**src/rtl/oam_dma_ctrl_if.sv**
```systemverilog
// ---------------------------------------------------------------------------
// oam_dma_ctrl_if
// Bundles the shared CPU bus signals that the sprite DMA block snoops and
// the bus-master signals it drives in place of the CPU.
//
// Signals:
//   i_bus_addr   [15:0] CPU bus address (snooped)
//   i_bus_wn            CPU write-not (0 = write)
//   i_bus_wdata  [7:0]  CPU write data
//   i_bus_rdata  [7:0]  read data for o_dma_addr (combinational)
//   o_dma_active        bus-mux select, 1 = DMA owns the bus
//   o_dma_addr   [15:0] DMA bus address
//   o_dma_wn            DMA write-not (0 = write)
//   o_dma_wdata  [7:0]  DMA write data
//   o_cpu_rdy           0 = CPU must stall
//   o_done              one-cycle pulse after the last write
//
// Modports:
//   master - the DMA initiator (oam_dma_ctrl)
//   slave  - the CPU/bus/mux side that feeds and consumes those signals
// ---------------------------------------------------------------------------
interface oam_dma_ctrl_if;
  logic [15:0] i_bus_addr;
  logic        i_bus_wn;
  logic [7:0]  i_bus_wdata;
  logic [7:0]  i_bus_rdata;
  logic        o_dma_active;
  logic [15:0] o_dma_addr;
  logic        o_dma_wn;
  logic [7:0]  o_dma_wdata;
  logic        o_cpu_rdy;
  logic        o_done;

  modport master (
    input  i_bus_addr, i_bus_wn, i_bus_wdata, i_bus_rdata,
    output o_dma_active, o_dma_addr, o_dma_wn, o_dma_wdata, o_cpu_rdy, o_done
  );

  modport slave (
    output i_bus_addr, i_bus_wn, i_bus_wdata, i_bus_rdata,
    input  o_dma_active, o_dma_addr, o_dma_wn, o_dma_wdata, o_cpu_rdy, o_done
  );
endinterface

```
**src/rtl/oam_dma_ctrl.sv**
```systemverilog
// ---------------------------------------------------------------------------
// oam_dma_ctrl
// Sprite DMA initiator. A CPU write to DMA_REG_ADDR latches a source page,
// stalls the CPU and copies 256 bytes from {page,00..FF} to DST_ADDR as
// alternating read/write bus cycles, then pulses o_done.
//
// Ports:
//   i_cpu_clk    CPU clock
//   i_cpu_rstn   asynchronous active-low reset
//   bus          oam_dma_ctrl_if.master (snooped CPU bus + DMA bus drive)
//
// Parameters:
//   DMA_REG_ADDR  CPU write address that triggers a transfer (16'h4014)
//   DST_ADDR      address every byte is written to (16'h2004)
//
// Build option:
//   OAM_DMA_ALIGN_EN  when defined, a transfer that halts on an odd cycle
//                     inserts one ALIGN cycle (514-cycle stall instead of
//                     513). When undefined, ALIGN and the parity flop are
//                     not built and the stall is always 513 cycles.
// ---------------------------------------------------------------------------
module oam_dma_ctrl #(
  parameter logic [15:0] DMA_REG_ADDR = 16'h4014,
  parameter logic [15:0] DST_ADDR     = 16'h2004
) (
  input logic            i_cpu_clk,
  input logic            i_cpu_rstn,
  oam_dma_ctrl_if.master bus
);

`ifdef OAM_DMA_ALIGN_EN
  typedef enum logic [2:0] {
    IDLE  = 3'd0,
    HALT  = 3'd1,
    ALIGN = 3'd2,
    READ  = 3'd3,
    WRITE = 3'd4,
    DONE  = 3'd5
  } state_t;
`else
  typedef enum logic [2:0] {
    IDLE  = 3'd0,
    HALT  = 3'd1,
    READ  = 3'd3,
    WRITE = 3'd4,
    DONE  = 3'd5
  } state_t;
`endif

  state_t     state_reg, state_next;
  logic [7:0] r_page;
  logic [7:0] r_idx;
  logic [7:0] r_data;
  logic       trigger;

  logic        dma_active;
  logic [15:0] dma_addr;
  logic        dma_wn;
  logic [7:0]  dma_wdata;
  logic        cpu_rdy;
  logic        done;

  assign trigger = (bus.i_bus_addr == DMA_REG_ADDR) && !bus.i_bus_wn;

`ifdef OAM_DMA_ALIGN_EN
  // Free-running cycle parity; decides whether HALT needs an ALIGN cycle.
  logic r_odd;
  always_ff @(posedge i_cpu_clk or negedge i_cpu_rstn) begin
    if (!i_cpu_rstn) r_odd <= 1'b0;
    else             r_odd <= ~r_odd;
  end
`endif

  always_ff @(posedge i_cpu_clk or negedge i_cpu_rstn) begin
    if (!i_cpu_rstn) begin
      state_reg <= IDLE;
      r_page    <= 8'h00;
      r_idx     <= 8'h00;
      r_data    <= 8'h00;
    end else begin
      state_reg <= state_next;
      case (state_reg)
        IDLE: begin
          if (trigger) begin
            r_page <= bus.i_bus_wdata;
            r_idx  <= 8'h00;
          end
        end
        READ:    r_data <= bus.i_bus_rdata;
        // r_idx stops at FF so it never carries into the page byte.
        WRITE:   if (r_idx != 8'hFF) r_idx <= r_idx + 8'd1;
        default: ;
      endcase
    end
  end

  always_comb begin
    state_next = state_reg;
    dma_active = 1'b0;
    dma_addr   = 16'h0000;
    dma_wn     = 1'b1;
    dma_wdata  = 8'h00;
    cpu_rdy    = 1'b1;
    done       = 1'b0;
    case (state_reg)
      IDLE: begin
        if (trigger) state_next = HALT;
      end
      HALT: begin
        cpu_rdy = 1'b0;
`ifdef OAM_DMA_ALIGN_EN
        state_next = r_odd ? ALIGN : READ;
`else
        state_next = READ;
`endif
      end
`ifdef OAM_DMA_ALIGN_EN
      ALIGN: begin
        cpu_rdy    = 1'b0;
        state_next = READ;
      end
`endif
      READ: begin
        cpu_rdy    = 1'b0;
        dma_active = 1'b1;
        dma_addr   = {r_page, r_idx};
        state_next = WRITE;
      end
      WRITE: begin
        cpu_rdy    = 1'b0;
        dma_active = 1'b1;
        dma_addr   = DST_ADDR;
        dma_wn     = 1'b0;
        dma_wdata  = r_data;
        state_next = (r_idx == 8'hFF) ? DONE : READ;
      end
      DONE: begin
        done       = 1'b1;
        state_next = IDLE;
      end
      default: state_next = IDLE;
    endcase
  end

  assign bus.o_dma_active = dma_active;
  assign bus.o_dma_addr   = dma_addr;
  assign bus.o_dma_wn     = dma_wn;
  assign bus.o_dma_wdata  = dma_wdata;
  assign bus.o_cpu_rdy    = cpu_rdy;
  assign bus.o_done       = done;

endmodule

```
**src/flat_wrapper.sv**
```systemverilog
// flat-port wrapper written by rule: the top's interface ports become plain ports
module oam_dma_ctrl_flat 
#(
  parameter logic [15:0] DMA_REG_ADDR = 16'h4014,
  parameter logic [15:0] DST_ADDR     = 16'h2004
)
  (i_cpu_clk, i_cpu_rstn, bus_i_bus_addr, bus_i_bus_wn, bus_i_bus_wdata, bus_i_bus_rdata, bus_o_dma_active, bus_o_dma_addr, bus_o_dma_wn, bus_o_dma_wdata, bus_o_cpu_rdy, bus_o_done);
  oam_dma_ctrl_if bus_i ();
  input logic i_cpu_clk;
  input logic i_cpu_rstn;
  input wire logic [$bits(bus_i.i_bus_addr)-1:0] bus_i_bus_addr;
  input wire logic [$bits(bus_i.i_bus_wn)-1:0] bus_i_bus_wn;
  input wire logic [$bits(bus_i.i_bus_wdata)-1:0] bus_i_bus_wdata;
  input wire logic [$bits(bus_i.i_bus_rdata)-1:0] bus_i_bus_rdata;
  output wire logic [$bits(bus_i.o_dma_active)-1:0] bus_o_dma_active;
  output wire logic [$bits(bus_i.o_dma_addr)-1:0] bus_o_dma_addr;
  output wire logic [$bits(bus_i.o_dma_wn)-1:0] bus_o_dma_wn;
  output wire logic [$bits(bus_i.o_dma_wdata)-1:0] bus_o_dma_wdata;
  output wire logic [$bits(bus_i.o_cpu_rdy)-1:0] bus_o_cpu_rdy;
  output wire logic [$bits(bus_i.o_done)-1:0] bus_o_done;
  assign bus_i.i_bus_addr = bus_i_bus_addr;
  assign bus_i.i_bus_wn = bus_i_bus_wn;
  assign bus_i.i_bus_wdata = bus_i_bus_wdata;
  assign bus_i.i_bus_rdata = bus_i_bus_rdata;
  assign bus_o_dma_active = bus_i.o_dma_active;
  assign bus_o_dma_addr = bus_i.o_dma_addr;
  assign bus_o_dma_wn = bus_i.o_dma_wn;
  assign bus_o_dma_wdata = bus_i.o_dma_wdata;
  assign bus_o_cpu_rdy = bus_i.o_cpu_rdy;
  assign bus_o_done = bus_i.o_done;
  oam_dma_ctrl #(.DMA_REG_ADDR(DMA_REG_ADDR), .DST_ADDR(DST_ADDR)) u_core (.i_cpu_clk(i_cpu_clk), .i_cpu_rstn(i_cpu_rstn), .bus(bus_i));
endmodule
```
**config.mk**
```make
export PLATFORM = sky130hd
export DESIGN_NAME = oam_dma_ctrl_flat
export DESIGN_NICKNAME = d
export VERILOG_FILES = /design/src/rtl/oam_dma_ctrl_if.sv /design/src/rtl/oam_dma_ctrl.sv /design/src/flat_wrapper.sv
export SDC_FILE = /design/constraint.sdc
export NUM_CORES = 1
export LEC_CHECK = 0
export BUFFER_PORTS_ARGS = -buffer_cell sky130_fd_sc_hd__buf_4
export CAP_MARGIN = 10
export CORE_ASPECT_RATIO = 0.7
export CORE_UTILIZATION = 50
export CTS_CLUSTER_SIZE = 10
export DETAILED_ROUTE_END_ITERATION = 8
export PLACE_DENSITY_LB_ADDON = 0.2
export SLEW_MARGIN = 10
export SYNTH_ARGS = -nofsm -noshare
export SYNTH_HDL_FRONTEND = slang
export SYNTH_SLANG_ARGS = --single-unit
```
**constraint.sdc**
```tcl
create_clock -name i_cpu_clk -period 4.05 [get_ports i_cpu_clk]
set_clock_uncertainty 0.1 [all_clocks]
set_input_delay 0.81 -clock i_cpu_clk [delete_from_list [all_inputs] [get_ports i_cpu_clk]]
set_output_delay 0.81 -clock i_cpu_clk [all_outputs]
set_load 0.02 [all_outputs]
```
==> load_flow_metrics.sql <==
INSERT INTO impl_metrics (metric_group, metric, value, unit) VALUES
('status', 'run_status', 'complete, no violations', ''),
('sta', 'report.final.hold_viol_count', '0', ''),
('floorplanning', 'core_region_area', '2880', 'µm²'),
('detailed_routing', 'viasPerCell', '5.44', ''),
('detailed_routing', 'detail_route.first_pass.iterations', '5', ''),
('floorplanning', 'die_width', '68.8', 'µm'),
('synthesis', 'postSynthNetCount', '202', ''),
('sta', 'max_slew_margin', '0.377', ''),
('placed_design', 'io_buffer_count', '62', ''),
('clock_tree', 'cts.reportedPaths.clkPinSlew', '0.10', 'ns'),
('clock_tree', 'cts_resized', '0', ''),
('floorplanning', 'floorplan.die_area', '3350', 'µm²'),
('floorplanning', 'initial_standard_cell_utilization_of_the_core', '0.542', ''),
('sta', 'rsz0062_at_grt', 'false', ''),
('global_routing', 'grt_first_pass_wirelength', '6350', 'µm'),
('sta', 'finalSetupTns', '0', 'ns'),
('synthesis', 'ys_seq_elements', '27', ''),
('clock_tree', 'number_of_buffers_added_to_fix_hold_violations_after_cts', '0', ''),
('global_routing', 'antenna_found_initial', '0', ''),
('detailed_routing', 'detail_route.iter0.violations', '138', ''),
('power_and_ir_drop', 'power_density', '227', 'nW/µm²'),
('finish', 'largestRegisters', 'u_core.r_data (8), u_core.r_idx (8), u_core.r_page (8)', ''),
('synthesis', 'syn_avg_cell_area', '9.41', 'µm²'),
('flow_run', 'maxCapViolations', '0', ''),
('floorplanning', 'io-pin-count', '63', ''),
('synthesis', 'synth_cells', '166', ''),
('clock_tree', 'number_of_buffers_between_clock_root_and_the_deepest_sink', '2', ''),
('synthesis', 'synth.yosys.warnings', '0', ''),
('finish', 'leading_cell_type_in_the_layout_fill_and_taps_excluded', 'sky130_fd_sc_hd__buf_4', ''),
('setup_path', 'cpMaxStageDelayCell', 'sky130_fd_sc_hd__dfrtp_1', ''),
('synthesis', 'synthDominantAreaCellType', 'sky130_fd_sc_hd__dfrtp_1', ''),
('detailed_routing', 'detailroute.via_count', '1410', ''),
('setup_path', 'timing.critical_path.buf_inv', '2', ''),
('synthesis', 'post_synth_main_area_contributors', 'sky130_fd_sc_hd__dfrtp_1 43%, sky130_fd_sc_hd__nand2_1 9.9%, sky130_fd_sc_hd__and3_1 4.8%', ''),
('sta', 'timing.final.crit_share', '0.711', ''),
('power_and_ir_drop', 'cellLeakagePower', '1.07', 'nW'),
('finish', 'area_growth_syn_to_layout', '32.1', '%'),
('synthesis', 'synth-seq-area-share', '0.433', ''),
('global_routing', 'first_global_vias', '1345', ''),
('power_and_ir_drop', 'power.ir.vdd_worst', '0.204', 'mV'),
('clock_tree', 'number_of_clock_buffers_inserted_by_tritoncts', '3', ''),
('global_routing', 'globalRouteOverflowTotal', '0', ''),
('finish', 'drive_above_1_share', '0.390', ''),
('sta', 'timing.fmax', '347', 'MHz'),
('setup_path', 'critPathRequiredTime', '3.14', 'ns'),
('sta', 'period_minus_slack', '2.88', 'ns'),
('setup_path', 'crit_type', 'flip-flop to output pin', ''),
('setup_path', 'crit_path_cell_trace', 'nor3b_4 -> inv_2 -> nand2_1 -> buf_4', ''),
('clock_tree', 'tritoncts', 'yes', ''),
('sta', 'hold_ws', '0.322', 'ns'),
('floorplanning', 'die_y', '48.8', 'µm'),
('detailed_routing', 'drt_wl_total', '3850', 'µm'),
('worst_hold_path', 'hold_path_class', 'input pin to async pin', ''),
('sta', 'worstMarginPinSlew', '0.928', 'ns'),
('placed_design', 'gp_congestion', '0.862', ''),
('detailed_routing', 'wire_per_inst', '14.8', 'µm'),
('finish', 'finish.net_count', '260', ''),
('finish', 'fill_cells', '224', ''),
('global_routing', 'groute.usage.overall', '0.255', ''),
('clock_tree', 'htree_levels', '1', ''),
('setup_path', 'arrival', '1.97', 'ns'),
('setup_path', 'worst_path_largest_cell_delay', '0.61', 'ns'),
('clock_tree', 'clock_sinks', '27', ''),
('floorplanning', 'fp-row-count', '16', ''),
('detailed_routing', 'antenna_violating_nets_left', '0', ''),
('sta', 'finalMaxSlewViolations', '0', ''),
('placed_design', 'dp.final_hpwl', '2890', 'µm'),
('setup_path', 'end_kind', 'output pin', ''),
('detailed_routing', 'drt_drc_violations_left', '0', ''),
('clock_tree', 'worst_skew_pair.late_latency', '0.28', 'ns'),
('setup_path', 'start_kind', 'flip-flop', '');
[synthesized netlist by cell type, drive strengths merged]
cell type	instances
o31ai	1
clkbuf	4
nand3	4
and2	9
nor4	3
o22ai	3
nor4b	2
xnor2	3
nor3b	1
xor2	1
or2	2
a31oi	1
dfrtp	27
buf	6
ha	1
inv	4
mux2	9
and3b	1
o21ai	5
a32o	1
a21oi	2
nand4	2
or3	2
nand2	42
nor2b	3
or4	1
o41ai	2
nor2	8
nand2b	1
and3	12
nor3	2
o31a	1
[cells by family after synthesis]
| logic type | share of synthesized area |
|---|---|
| xor gates and xnor gates | 0.0224 |
| muxes | 0.0745 |
| DFF | 0.433 |
| and+or+nand+nor | 0.344 |
| AOI/OAI and AO/OA | 0.0665 |
| adders and majority gates | 0.00801 |
| buffers and inverters | 0.0521 |
[cell type report]
class | count | area (µm²) | area share
Clock buffer | 3 | 41.3 | 0.0200
Clock inverter | 1 | 8.76 | 0.00424
Inverter | 4 | 15.0 | 0.00728
Multi-Input combinational cell | 125 | 805 | 0.390
Sequential cell | 27 | 676 | 0.327
Tap cell | 36 | 45.0 | 0.0218
Timing Repair Buffer | 63 | 473 | 0.229
[routing by layer]
metal / vias up / track usage / wire length [µm]
li1: 678 / - / -
met1: 684 / 0.350 / 1770
met2: 44 / 0.410 / 1800
met3: 4 / 0.0660 / 251
met4: 0 / 0.0374 / 23
met5: - / 0 / 0
[stage by stage]
| step | utilization | total power [mW] | worst slack, ns | std cells | area, µm² |
|---|---|---|---|---|---|
| 2_1_floorplan | - | 0.278 | 1.79 | 166 | 1560 |
| 3_3_place_gp | 0.698 | 0.309 | 1.33 | 255 | 2010 |
| 3_5_place_dp | 0.698 | 0.311 | 1.23 | 255 | 2010 |
| 4_1_cts | 0.716 | 0.472 | 1.18 | 259 | 2060 |
| 5_1_grt | 0.716 | 0.486 | 0.986 | 259 | 2060 |
| 6_report | 0.716 | 0.469 | 1.17 | 259 | 2060 |
[path summary, 6_finish.rpt]
kind,startpoint,end,slack (ns),cells after the start
max,u_core.state_reg[1]$_DFFE_PN0P_,bus_o_dma_active,1.17,4
min,i_cpu_rstn,u_core.r_idx[7]$_DFFE_PN0P_,0.32,1
max reg2reg,u_core.state_reg[1]$_DFFE_PN0P_,u_core.r_page[7]$_DFFE_PN0P_,1.61,3
min reg2reg,u_core.r_data[2]$_DFFE_PN0P_,u_core.r_data[2]$_DFFE_PN0P_,0.38,2
max in group asynchronous,i_cpu_rstn,u_core.r_idx[5]$_DFFE_PN0P_,3.27,1
min in group i_cpu_clk,u_core.r_data[2]$_DFFE_PN0P_,u_core.r_data[2]$_DFFE_PN0P_,0.38,2
[where the power goes]
group	internal [mW]	switching, mW	total, mW
registers	0.269	0.000132	0.270
logic	0.0227	0.0128	0.0354
clock network	0.0723	0.0915	0.164
total	0.364	0.104	0.469
Note: power is estimated with default switching activity, not from simulation.
